File: src/rtl/rr_burst_scheduler.sv
// rtl/rr_burst_scheduler.sv - round-robin burst scheduler feeding one registered output stage
module rr_burst_scheduler #(
    parameter int NUM_REQ   = 4,
    parameter int DATA_W    = 16,
    parameter int MAX_BURST = 4,
    parameter int ID_W      = 2
) (
    input  logic                      clk,
    input  logic                      rst,
    input  logic [NUM_REQ-1:0]        req_valid,
    input  logic [NUM_REQ*DATA_W-1:0] req_data,
    output logic [NUM_REQ-1:0]        req_ready,
    output logic                      out_valid,
    output logic [DATA_W-1:0]         out_data,
    output logic [ID_W-1:0]           out_id,
    input  logic                      out_ready,
    output logic                      busy
);

    // The source ID must exactly cover the requester range.
    if (ID_W != $clog2(NUM_REQ)) begin : g_id_w_check
        $fatal(1, "rr_burst_scheduler: ID_W must equal clog2(NUM_REQ)");
    end

    if (MAX_BURST < 1 || MAX_BURST > 15) begin : g_burst_check
        $fatal(1, "rr_burst_scheduler: MAX_BURST must be 1..15");
    end

    typedef enum logic {
        ARB  = 1'b0,
        HOLD = 1'b1
    } state_t;

    // One extra bit so rr_ptr + offset can exceed NUM_REQ-1 before wrapping.
    localparam logic [ID_W:0] NUM_REQ_W = (ID_W+1)'(NUM_REQ);
    localparam logic [3:0]    BURST_END = 4'(MAX_BURST);

    state_t          state, state_nxt;
    logic [ID_W-1:0] rr_ptr, rr_ptr_nxt;
    logic [ID_W-1:0] owner, owner_nxt;
    logic [3:0]      burst_cnt, burst_cnt_nxt;
    logic [ID_W-1:0] sel;
    logic [ID_W-1:0] xfer_id;
    logic [ID_W:0]   cand;
    logic            found;
    logic            pipe_ready;
    logic            xfer;

    function automatic logic [ID_W-1:0] wrap_inc(input logic [ID_W-1:0] idx);
        if ({1'b0, idx} == NUM_REQ_W - (ID_W+1)'(1)) begin
            return '0;
        end
        return idx + ID_W'(1);
    endfunction

    assign pipe_ready = !out_valid || out_ready;
    assign xfer_id    = (state == ARB) ? sel : owner;
    assign xfer       = |(req_valid & req_ready);
    assign busy       = (state == HOLD) || out_valid;

    // Rotating priority search: first valid requester at or after rr_ptr.
    always_comb begin
        found = 1'b0;
        sel   = rr_ptr;
        cand  = '0;
        for (int k = 0; k < NUM_REQ; k++) begin
            cand = {1'b0, rr_ptr} + (ID_W+1)'(k);
            if (cand >= NUM_REQ_W) begin
                cand = cand - NUM_REQ_W;
            end
            if (!found && req_valid[cand[ID_W-1:0]]) begin
                found = 1'b1;
                sel   = cand[ID_W-1:0];
            end
        end
    end

    // Grant: arbitration winner in ARB, only the owner in HOLD; nothing during reset or stall.
    always_comb begin
        req_ready = '0;
        if (rst && pipe_ready) begin
            if (state == ARB) begin
                if (found) begin
                    req_ready[sel] = 1'b1;
                end
            end else begin
                req_ready[owner] = req_valid[owner];
            end
        end
    end

    // Burst bookkeeping: enter HOLD on a grant, leave on burst end or owner going idle.
    always_comb begin
        state_nxt     = state;
        rr_ptr_nxt    = rr_ptr;
        owner_nxt     = owner;
        burst_cnt_nxt = burst_cnt;
        case (state)
            ARB: begin
                if (xfer) begin
                    if (MAX_BURST == 1) begin
                        rr_ptr_nxt = wrap_inc(sel);
                    end else begin
                        state_nxt     = HOLD;
                        owner_nxt     = sel;
                        burst_cnt_nxt = 4'd1;
                    end
                end
            end
            HOLD: begin
                if (xfer) begin
                    if (burst_cnt + 4'd1 == BURST_END) begin
                        state_nxt     = ARB;
                        burst_cnt_nxt = '0;
                        rr_ptr_nxt    = wrap_inc(owner);
                    end else begin
                        burst_cnt_nxt = burst_cnt + 4'd1;
                    end
                end else if (pipe_ready) begin
                    // Owner went idle while the pipe could accept: give up the grant.
                    state_nxt     = ARB;
                    burst_cnt_nxt = '0;
                    rr_ptr_nxt    = wrap_inc(owner);
                end
            end
            default: begin
                state_nxt = ARB;
            end
        endcase
    end

    // Scheduler state registers.
    always_ff @(posedge clk or negedge rst) begin
        if (!rst) begin
            state     <= ARB;
            rr_ptr    <= '0;
            owner     <= '0;
            burst_cnt <= '0;
        end else begin
            state     <= state_nxt;
            rr_ptr    <= rr_ptr_nxt;
            owner     <= owner_nxt;
            burst_cnt <= burst_cnt_nxt;
        end
    end

    // Output capture register: load on transfer, empty on pop without a replacing push.
    always_ff @(posedge clk or negedge rst) begin
        if (!rst) begin
            out_valid <= 1'b0;
            out_data  <= '0;
            out_id    <= '0;
        end else if (xfer) begin
            out_valid <= 1'b1;
            out_data  <= req_data[xfer_id*DATA_W +: DATA_W];
            out_id    <= xfer_id;
        end else if (out_ready) begin
            out_valid <= 1'b0;
        end
    end

endmodule
File: config.mk
export PLATFORM = sky130hd
export DESIGN_NAME = rr_burst_scheduler
export DESIGN_NICKNAME = d
export VERILOG_FILES = /design/src/rtl/rr_burst_scheduler.sv
export SDC_FILE = /design/constraint.sdc
export NUM_CORES = 1
export LEC_CHECK = 0
export ABC_AREA = 0
export CELL_PAD_IN_SITES_DETAIL_PLACEMENT = 1
export CELL_PAD_IN_SITES_GLOBAL_PLACEMENT = 1
export CORE_MARGIN = 2
export CORE_UTILIZATION = 31
export CTS_CLUSTER_SIZE = 40
export DETAILED_ROUTE_END_ITERATION = 6
export GPL_TIMING_DRIVEN = 0
export PLACE_DENSITY_LB_ADDON = 0.1
export SYNTH_ARGS = -nofsm -noshare
export SYNTH_HDL_FRONTEND = slang
export SYNTH_SLANG_ARGS = --single-unit
File: constraint.sdc
create_clock -name clk -period 2.9 [get_ports clk]
set_input_delay 0.29 -clock clk [delete_from_list [all_inputs] [get_ports clk]]
set_output_delay 0.29 -clock clk [all_outputs]
set_load 0.03 [all_outputs]
After elaboration in Yosys (flattened, before gate mapping)

Index checks and enable logic that the tools add are counted.

Add/sub/neg operators: 9
$lt $le $gt $ge: 12
Equality and inequality tests: 5
Shifts and indexed selects: 1
Multiplexer cells: 55
Bitwise operators: 3
Reductions and logical operators: 18

Operator list:

| cell                  | number |
|---|---|
| $shiftx A64 B7 Y16    | 1 |
| $mux W2               | 15 |
| $mux W4               | 7 |
| $mux W1               | 24 |
| $lt A2 B3 Y1 const B  | 6 |
| $bmux W1 S2           | 5 |
| $ge A3 B3 Y1 const B  | 3 |
| $and A4 B4 Y4         | 2 |
| $pmux W4 S2           | 1 |
| $sub A2 B1 Y2 const B | 4 |
| $add A2 B2 Y3 const B | 2 |
| $logic_and A1 B1 Y1   | 6 |
| $add A4 B1 Y4 const B | 1 |
| $demux W1 S2          | 2 |
| $eq A4 B3 Y1 const B  | 1 |
| $ge A2 B1 Y1 const B  | 2 |
| $logic_not A1 Y1      | 4 |
| $reduce_and A2 Y1     | 2 |
| $reduce_bool A2 Y1    | 2 |
| $reduce_or A4 Y1      | 1 |
| $add A2 B1 Y3 const B | 1 |
| $ge A2 B3 Y1 const B  | 1 |
| $ne A3 B1 Y1 const B  | 1 |
| $reduce_and A3 Y1     | 1 |
| 7 further kinds       | 8 |

Register bits after elaboration: 28
Input bits: 71
Output and inout bits: 24
Logic and storage cells: 110

Logic depth before layout (Yosys ltp)

Gate-level depths: netlist of run 1.

Depth after elaboration: 28
Gate-level depth with buffers: 9

Worst setup path before layout of run 1

OpenSTA, ideal clock, no wires.

Path kind: register to register
From: reg rr_ptr[1]
To: reg out_data[10]
Library setup time: 125 ps
Data arrival time: 2,115 ps
Data required time: 2,775 ps
Slack: 660 ps
Cell stages (with the launch flop): 9
Path buffers: 2
Period minus slack after synthesis: 2,240 ps
Path through: dfrtp_1 -> nor3b_1 -> a2111oi_2 -> nor3_1 -> a21o_1 -> buf_2 -> buf_4 -> mux4_2 -> mux2_4

Cells in the longest elaborated chain, start to end: 23
Elaborated cells on any way between the ends: 49

RTL lines:

| what                                                                   | line | text |
|---|---|---|
| start: declaration                                                     | 39   | `logic [ID_W-1:0] rr_ptr, rr_ptr_nxt;` |
| start signal: assignment                                               | 141  | `rr_ptr <= rr_ptr_nxt;` |
| parallel branches: the longest is 23 deep, another holds $add A2 B1 Y3 | --   |  |
| end signal: assignment                                                 | 155  | `out_data <= req_data[xfer_id*DATA_W +: DATA_W];` |
| end: declaration                                                       | 14   | `output logic [DATA_W-1:0] out_data,` |

Several ways; the timed one is not identified. The select of a mux whose other input is x is not followed.
A chain may end at the register's enable or synchronous reset.

Final worst setup path of run 1

From: in req_valid[2]
To: reg out_data[15]

Cells in the longest elaborated chain, start to end: 21
Elaborated cells on any way between the ends: 37

RTL lines:

| what                                      | line | text |
|---|---|---|
| start: declaration                        | 10   | `input logic [NUM_REQ-1:0] req_valid,` |
| $bmux W1 S2                               | 71   | `if (!found && req_valid[cand[ID_W-1:0]]) begin` |
| $mux W1 (not written as such)             | 71   |  |
| $mux W1                                   | 71   |  |
| $logic_not A1 Y1                          | 71   |  |
| $logic_and A1 B1 Y1                       | 71   |  |
| $mux W1                                   | 71   |  |
| $logic_not A1 Y1                          | 71   |  |
| $logic_and A1 B1 Y1                       | 71   |  |
| [5 not listed]                            | --   |  |
| $logic_and A1 B1 Y1 (not written as such) | 84   | `req_ready[sel] = 1'b1;` |
| $mux W1 (not written as such)             | 84   |  |
| $demux W1 S2                              | 84   |  |
| $mux W4                                   | 83   | `if (found) begin` |
| $mux W4                                   | 82   | `if (state == ARB) begin` |
| $mux W4                                   | 81   | `if (rst && pipe_ready) begin` |
| $and A4 B4 Y4                             | 58   | `assign xfer = \|(req_valid & req_ready);` |
| $reduce_or A4 Y1                          | 58   |  |

Several ways; a longest one is shown, not always the timed one. The select of a mux whose other input is x is not followed.

==> results.cfg, run 1 <==
[clock_network]
clkLatencyLatePin_ps = 280
cts-hold-fix-buffers = 0
tritoncts = done
cts_made_buffers = 3
cts_buffer_depth = 2
path_clk_slew_ps = 100
cts_root_buffer = clkbuf_8
htree_num_levels = 1
cts_sinks = 28
cts_setup_buffers = 0

[logic_synthesis]
yosys.area.top_type = dfrtp_1
synthDistinctLibCells = 49
synth_area_leaders = dfrtp_1 (34%), mux4_2 (12%), mux4_1 (7.7%)
ys_seq_area_share_pct = 34.2
syn-cell-area_um2 = 2050
synth_top_area_share_pct = 34.2
yosys_warnings = 0
postSynthAreaPerCell_um2 = 12.2
syn_nets = 245
syn-instance-count = 168
synth-seq-cells = 28

[place]
numPortBuffers = 94
place_hpwl_um = 4550
place_ws_ps = -501
dpl-instance-area_um2 = 3090
gp_congestion = 0.774

[drt]
via_per_inst = 5.22
antenna_left = 0
wl_um = 5580
drt-initial-drc-count = 56
dr.pass1.iters = 4
vias = 1792
detail_route.wl_per_cell_um = 16.3
drc_errors = 0

[worst_setup_path]
crit_slowest_cell = clkdlybuf4s50_1
critPathKind = in2reg
path_max_fanout = 10
start_kind = input pin
crit_family = buffers and inverters
crit_path_max_incr_delay_ps = 560
critPathRequiredTime_ps = 3070
worstPathCellList = clkdlybuf4s50_1 > and2b_4 > a2111oi_4 > nor3_1 > a21o_1 > buf_2 > buf_4 > mux4_2 > mux2_4
endpoint_kind = flop
crit_buf_inv = 3
arrival_ps = 2820

[cells_and_area]
post-route-cell-area_um2 = 3180
most-common-layout-cells = clkdlybuf4s50_1 (89), dfrtp_1 (28), nand2_1 (13)
seq_area_um2 = 701
drive_above_1_share_pct = 19.9
multi_input_area_um2 = 1270
num-nets-final = 344
layout_commonest_cell = clkdlybuf4s50_1
antenna_cells = 0
num-fill-cells = 679
area.growth.synth_to_final_pct = 54.9

[sta]
max-slew-margin-rel_pct = 50.0
skew_ps = 7.23
setup_ws_ps = 254
fin_crit_sh_pct = 91.2
fmax_mhz = 378
final-setup-viol-count = 0
hold_viol = 0
rsz0062_at_grt = false
tightest_slew_ps = 750
maxSlewViolCount = 0
finalCriticalPeriod_ps = 2650

[floorplan]
die-width_um = 85.3
fp.dieH_um = 85.3
fp.coreArea_um2 = 6390
num_rows = 29
start_util_pct = 32.1
pin_count = 95
dieArea_um2 = 7280

[status]
status = complete, no violations

[power_and_ir_drop]
p_per_area_nw_per_um2 = 969
finalPower_mw = 3.08
p_comb_share_pct = 68.5
seq_power_share_pct = 23.6
power.internal_mw = 1.80
netSwitchingFraction_pct = 41.4
switchingPower_mw = 1.28
p_clk_share_pct = 8.0
vdd_drop_max_uv = 379
power.leakage_nw = 1.35

[global_routing]
antenna_found_initial = 0
grt_use_total_pct = 16.1
grt_start_max_net_pins = 31
grt_pass1_vias = 2004
grt_overflow = 0
grt_pass1_wl_um = 9480

[worst_hold_path]
hp-class = in2async

[run]
cap_viol_max_count = 0
-- registers in the layout (all words and copies together) (netlist names) --
name / count
state: 1
out_valid: 1
out_data: 16
burst_cnt: 4
out_id: 2
owner: 2
rr_ptr: 2
-- worst register-to-register path: cells and delay by family, from the launching register on --
family | cells | cell delay [ps]
compound gates | 2 | 630
buf+inv | 2 | 370
flops | 1 | 410
mux | 2 | 560
simple gates | 2 | 360
-- cells in the mapped netlist, drive strengths merged --
cell,n
o22ai,1
nor2,8
mux4,17
and2,2
a2bb2oi,1
ha,6
and3,1
a21oi,9
or3,2
clkbuf,2
and2b,1
dfrtp,28
o211ai,2
a21o,1
a221oi,1
nor3,2
mux2i,1
a41oi,1
o2bb2ai,1
o211a,1
nor2b,1
nand2,13
a32o,2
nor3b,2
xnor2,1
xor2,1
mux2,19
or2,3
o2111ai,1
inv,9
o41ai,1
o221ai,1
nand3,3
a22o,4
nand2b,4
buf,6
o31a,2
a2111oi,2
o21ai,5
-- cell type report --
cell class	count	area share (%)
Buffer	8	2.05
Clock buffer	4	1.73
Inverter	9	1.06
Multi-Input combinational cell	123	40.1
Sequential cell	28	22.1
Tap cell	77	3.03
Timing Repair Buffer	94	30.0
-- per-stage QoR --
step / setup TNS (ps) / util, % / cells / hold slack, ps
floorplan: 0 / - / 168 / -5.59
global placement: -7840 / 48.4 / 339 / 489
detailed placement: -8140 / 48.4 / 339 / 499
CTS: 0 / 49.5 / 343 / 186
global route: 0 / 49.7 / 343 / 213
finish: 0 / 49.7 / 343 / 159
-- power by group through the flow --
stage | Combinational [mW] | Clock [mW] | Sequential [mW]
2_1_floorplan | 1.19 | 0 | 0.976
3_3_place_gp | 2.12 | 0 | 0.726
3_5_place_dp | 2.13 | 0 | 0.732
4_1_cts | 2.14 | 0.256 | 0.731
5_1_grt | 2.28 | 0.264 | 0.760
6_report | 2.11 | 0.246 | 0.725
-- per-layer routing --
layer / vias to the layer above / routed length, um / GRT usage [%] / share of wire, %
met4: 0 / 76 / 4.76 / 1.4
met2: 53 / 2740 / 27.1 / 49
met1: 887 / 2440 / 20.8 / 44
met5: - / 0 / 0 / 0
li1: 844 / - / - / -
met3: 8 / 315 / 3.40 / 5.7
-- logic make-up (layout without fill, tap and decap cells) --
| family | Yosys count | after routing | share of synthesized area (%) |
|---|---|---|---|
| AND/OR/NAND/NOR | 42 | 42 | 10.5 |
| buffers and inverters | 17 | 115 | 4.76 |
| multiplexers | 37 | 37 | 32.3 |
| flip-flops | 28 | 28 | 34.2 |
| adder cells (fa/ha/maj) | 6 | 6 | 3.66 |
| AO/OA/AOI/OAI | 36 | 36 | 13.7 |
| XOR/XNOR | 2 | 2 | 0.854 |
-- final timing paths --
check                             start           end  slack (ps)  cells past startpoint
setup / recovery           req_valid[2]  out_data[15]         250                      9
hold / removal                      rst   out_data[9]         160                      1
setup reg to reg              rr_ptr[0]  out_data[15]         460                      8
hold reg to reg             out_data[2]   out_data[2]         510                      1
max in group asynchronous           rst   out_data[2]        2260                      1
min in group clk            out_data[2]   out_data[2]         510                      1
-- repair_timing --
item	CTS	global route
setup endpoints to repair	16	16
cloned	0	0
pin swaps	1	0
gates resized for setup	5	5
Note: power is estimated with default switching activity, not from simulation.
==> inputs of run 2 (changes only) <==
CAP_MARGIN = 0   (was not set)
CORE_UTILIZATION = 34   (was 31)
clock period = 3.1 ns   (was 2.9 ns; I/O delays follow)
==> run 2 against run 1 <==
Cell area about the same. Worst hold slack improved by 36 ps. First-iteration DRC count increased by 23%. Final cell count decreased by 0.58%. Highest routed layer unchanged. Largest power group unchanged. Count of clock-buffer cells in the layout decreased by 1.
==> results.cfg, run 2 (synthesis results as in run 1) <==
[drt]
wl_met1_um = 2310
vias = 1778
antenna_left = 0
drt-initial-drc-count = 69
wl_um = 5800
drc_errors = 0
routed.top_layer = met4
dr_wl_met2_um = 3050
met3WireLength_um = 407
via_per_inst = 5.21
detail_route.wl_per_cell_um = 17.0
dr.pass1.iters = 2

[clock_network]
cts-hold-fix-buffers = 0
cts_setup_buffers = 0
cts_made_buffers = 3
path_clk_slew_ps = 90
tritoncts = done
cts_sinks = 28
cts_buffer_depth = 2
clkLatencyLatePin_ps = 270
cts_root_buffer = clkbuf_8
htree_num_levels = 1

[global_routing]
grt_start_max_net_pins = 31
grt_overflow = 0
grt_use_total_pct = 18.8
antenna_found_initial = 0
grt_pass1_vias = 2050
grt_pass1_wl_um = 9690

[cells_and_area]
layout_commonest_cell = clkdlybuf4s50_1
top_register = out_data
drive_above_1_share_pct = 19.5
num-nets-final = 344
largest_register_ffs = 16
most-common-layout-cells = clkdlybuf4s50_1 (91), dfrtp_1 (28), nand2_1 (13)
largestRegisters = out_data: 16 flops, burst_cnt: 4 flops
area.growth.synth_to_final_pct = 54.9
antenna_cells = 0

[floorplan]
start_util_pct = 34.8
die-width_um = 81.7
fp.dieH_um = 81.7
num_rows = 28
pin_count = 95
fp.coreArea_um2 = 5890
dieArea_um2 = 6670

[power_and_ir_drop]
p_per_area_nw_per_um2 = 931
power.leakage_nw = 1.32
vdd_drop_max_uv = 385

[sta]
fmax_mhz = 343
fin_crit_sh_pct = 93.9
finalCriticalPeriod_ps = 2910
maxSlewViolCount = 0
setup_ws_ps = 188
holdWs_ps = 196
hold_viol = 0
tightest_slew_ps = 762
max-slew-margin-rel_pct = 49.2
skew_ps = 8.74
final-setup-viol-count = 0
rsz0062_at_grt = false

[worst_setup_path]
worstReg2RegStart = rr_ptr[1]
start_kind = input pin
critPathLaunch = req_valid[0]
critPathRequiredTime_ps = 2790
crit_slowest_cell = clkdlybuf4s50_1
path_max_fanout = 8
worstPathCellList = clkdlybuf4s50_1 > nor3b_1 > a2111oi_4 > or3_1 > a21oi_1 > clkdlybuf4s50_1
crit_path_max_incr_delay_ps = 680
arrival_ps = 2600
cpMostUsedCell = clkdlybuf4s50_1
critPathKind = in2out
endpoint_kind = output pin

[worst_hold_path]
hp-class = in2async

[status]
status = complete, no violations

[run]
cap_viol_max_count = 0

[place]
place_hpwl_um = 4680
numPortBuffers = 94
place_ws_ps = -414
gp_congestion = 0.824
-- run 2: cell types whose count changed in the layout (fill, tap and decap cells not counted), sizes merged --
cell           delta
bufinv            +1
clkbuf            -1
clkdlybuf4s50     +2
dlymetal6s2s      -2
-- run 2: critical path, delay by kind of cell --
kind	cells	cell delay, ps
compound gates	2	260
buf+inv	2	1240
simple gates	2	790
-- run 2: cell type report --
class | instances | area (um^2)
buffer | 8 | 65.1
clock buffer | 3 | 41.3
clock inverter | 1 | 30.0
fill | 657 | 2710
inverter | 9 | 33.8
multi-input combinational | 123 | 1260
sequential | 28 | 701
tap | 75 | 93.8
timing repair buffer | 94 | 947
-- run 2: final timing paths --
path                            cells past startpoint           end  slack, ps
worst max-delay path                                6  req_ready[2]        190
worst min-delay path                                1   out_data[6]        200
worst max register to register                      8   out_data[8]        530
worst min register to register                      1   out_data[6]        520
max in group asynchronous                           1      owner[0]       2420
min in group clk                                    1   out_data[6]        520
-- run 2: timing repair --
action | 4_1_cts | 5_1_grt
setup endpoints to repair | 4 | 3
cloned | 0 | 0
gates resized for setup | 3 | 5
pin swaps | 0 | 0
-- run 2: per-stage QoR --
stage	instance area [um^2]	util, %	instances	TNS, ps	power (mW)
after floorplan	2050	-	168	0	2.03
after global placement	3090	52.4	337	-3000	2.65
after detailed placement	3090	52.4	337	-3650	2.70
after CTS	3160	53.7	341	0	3.00
after global routing	3180	54.0	341	0	3.17
final	3180	54.0	341	0	2.96
-- run 2: power by group --
group / leakage, nW / switching [mW] / total (mW) / internal (mW)
registers: 0.339 / 0.144 / 0.686 / 0.542
clock network: 0.0357 / 0.113 / 0.286 / 0.173
logic: 0.944 / 0.957 / 1.99 / 1.03
total: 1.32 / 1.21 / 2.96 / 1.74
-- run 2: routing by layer --
layer  vias up  GRT usage (%)
met3         2           4.84
met4         0           3.50
met5         -              0
li1        839              -
met1       877           22.4
met2        60           34.3
==> inputs of run 3 (changes only) <==
CORE_ASPECT_RATIO = 1.4   (was not set)
==> run 3 against run 2 <==
Clock skew up 1.2 ps. Largest cell class unchanged. Total power down 3.1%. Critical endpoint is now req_ready[3]. First-iteration DRC count down 20%.
==> results.cfg, run 3 (synthesis results as in run 1) <==
[status]
status = complete, no violations

[clock_network]
cts_buffer_depth = 2
tritoncts = done
cts_made_buffers = 3
cts_root_buffer = clkbuf_8
clkLatencyLatePin_ps = 280
htree_num_levels = 1
path_clk_slew_ps = 100
cts_sinks = 28
cts-hold-fix-buffers = 0

[floorplan]
num_rows = 33
fp.coreArea_um2 = 5860
pin_count = 95
dieArea_um2 = 6680
start_util_pct = 35.0
die-width_um = 69.6
fp.dieH_um = 95.9

[worst_setup_path]
worstPathCellList = clkdlybuf4s50_1 > nor3b_1 > a2111oi_4 > or3_1 > a21oi_1 > clkdlybuf4s50_1
endpoint_kind = output pin
crit_path_max_incr_delay_ps = 680
critPathRequiredTime_ps = 2790
path_max_fanout = 8
critPathKind = in2out
start_kind = input pin
cpMostUsedCell = clkdlybuf4s50_1
arrival_ps = 2610
crit_slowest_cell = clkdlybuf4s50_1

[sta]
tightest_slew_ps = 671
fmax_mhz = 342
fin_crit_sh_pct = 94.2
finalCriticalPeriod_ps = 2920
final-setup-viol-count = 0
rsz0062_at_grt = false
setup_tns_ps = 0
setup_ws_ps = 180
hold_viol = 0
skew_ps = 9.91
maxSlewViolCount = 0
max-slew-margin-rel_pct = 55.3

[cells_and_area]
multi_input_area_um2 = 1260
largest_register_ffs = 16
most-common-layout-cells = clkdlybuf4s50_1 (93), dfrtp_1 (28), nand2_1 (13)
num-fill-cells = 635
largestRegisters = out_data: 16 flops, burst_cnt: 4 flops
layout_commonest_cell = clkdlybuf4s50_1
top_register = out_data
drive_above_1_share_pct = 18.9
antenna_cells = 0
num-nets-final = 344
post-route-cell-area_um2 = 3130
area.growth.synth_to_final_pct = 52.5
seq_area_um2 = 701

[drt]
dr.pass1.iters = 4
vias = 1810
detail_route.wl_per_cell_um = 17.6
via_per_inst = 5.40
drt-initial-drc-count = 55
routed.top_layer = met4
drc_errors = 0
antenna_left = 0
met3WireLength_um = 454
dr_wl_met2_um = 3150
wl_um = 5890
wl_met1_um = 2220

[global_routing]
grt_pass1_wl_um = 9550
antenna_found_initial = 0
grt_start_max_net_pins = 31
grt_pass1_vias = 2015
grt_use_total_pct = 18.2
grt_overflow = 0

[place]
numPortBuffers = 94
dpl-instance-area_um2 = 3070
place_hpwl_um = 4700
place_ws_ps = 0.801
gp_congestion = 0.824

[power_and_ir_drop]
power.leakage_nw = 1.27
p_per_area_nw_per_um2 = 916
vdd_drop_max_uv = 428

[worst_hold_path]
hp-class = in2async

[run]
cap_viol_max_count = 0
## run 3: cell count changes in the layout (fill, tap and decap cells not counted), sizes merged
cell	previous run	this run
bufinv	1	0
clkdlybuf4s15	1	0
buf	6	7
clkdlybuf4s50	91	93
dlymetal6s2s	2	0
## run 3: layer usage
| metal | track usage [%] | vias up |
|---|---|---|
| met5 | 0 | - |
| met4 | 4.33 | 0 |
| met3 | 5.97 | 7 |
| met2 | 35.0 | 65 |
| met1 | 19.2 | 900 |
| li1 | - | 838 |
## run 3: through the flow
| stage | total power, mW | cells | util (%) | hold WS, ps |
|---|---|---|---|---|
| after floorplan | 2.03 | 168 | - | 14.4 |
| after global placement | 2.66 | 332 | 52.5 | 492 |
| after detailed placement | 2.70 | 332 | 52.4 | 404 |
| after CTS | 2.91 | 335 | 53.1 | 88.6 |
| after global routing | 3.07 | 335 | 53.4 | 112 |
| final | 2.87 | 335 | 53.4 | 65.6 |
## run 3: final cells by class
| cell class | count | area share [%] |
|---|---|---|
| clock buffers | 3 | 1.32 |
| repair buffers | 94 | 29.9 |
| multi-input cells | 123 | 40.4 |
| plain buffers | 8 | 2.04 |
| inverters | 9 | 1.08 |
| flip-flops and latches | 28 | 22.4 |
| well taps | 70 | 2.80 |
## run 3: critical path, delay by kind of cell
kind	cells	cell delay, ps
compound gates	2	260
buf+inv	2	1270
simple gates	2	760
## run 3: path summary, 6_finish.rpt
| kind | to | depth (start not counted) | slack [ps] | from |
|---|---|---|---|---|
| setup / recovery | req_ready[3] | 6 | 180 | req_valid[0] |
| hold / removal | out_valid | 1 | 70 | rst |
| setup reg to reg | out_data[6] | 7 | 480 | rr_ptr[1] |
| hold reg to reg | out_data[1] | 1 | 520 | out_data[1] |
| max in group asynchronous | out_id[1] | 1 | 2600 | rst |
| min in group clk | out_data[1] | 1 | 520 | out_data[1] |
## run 3: power breakdown
group	internal [mW]	total [mW]	switching, mW	leakage (nW)
Clock	0.0873	0.198	0.110	0.0216
Sequential	0.542	0.684	0.142	0.339
Combinational	1.03	1.98	0.955	0.906
Total	1.66	2.87	1.21	1.27
## run 3: what timing repair did
item | in CTS | in global routing
resized for setup | 0 | 1
setup buffers | 0 | 0
setup endpoints to repair | 0 | 2
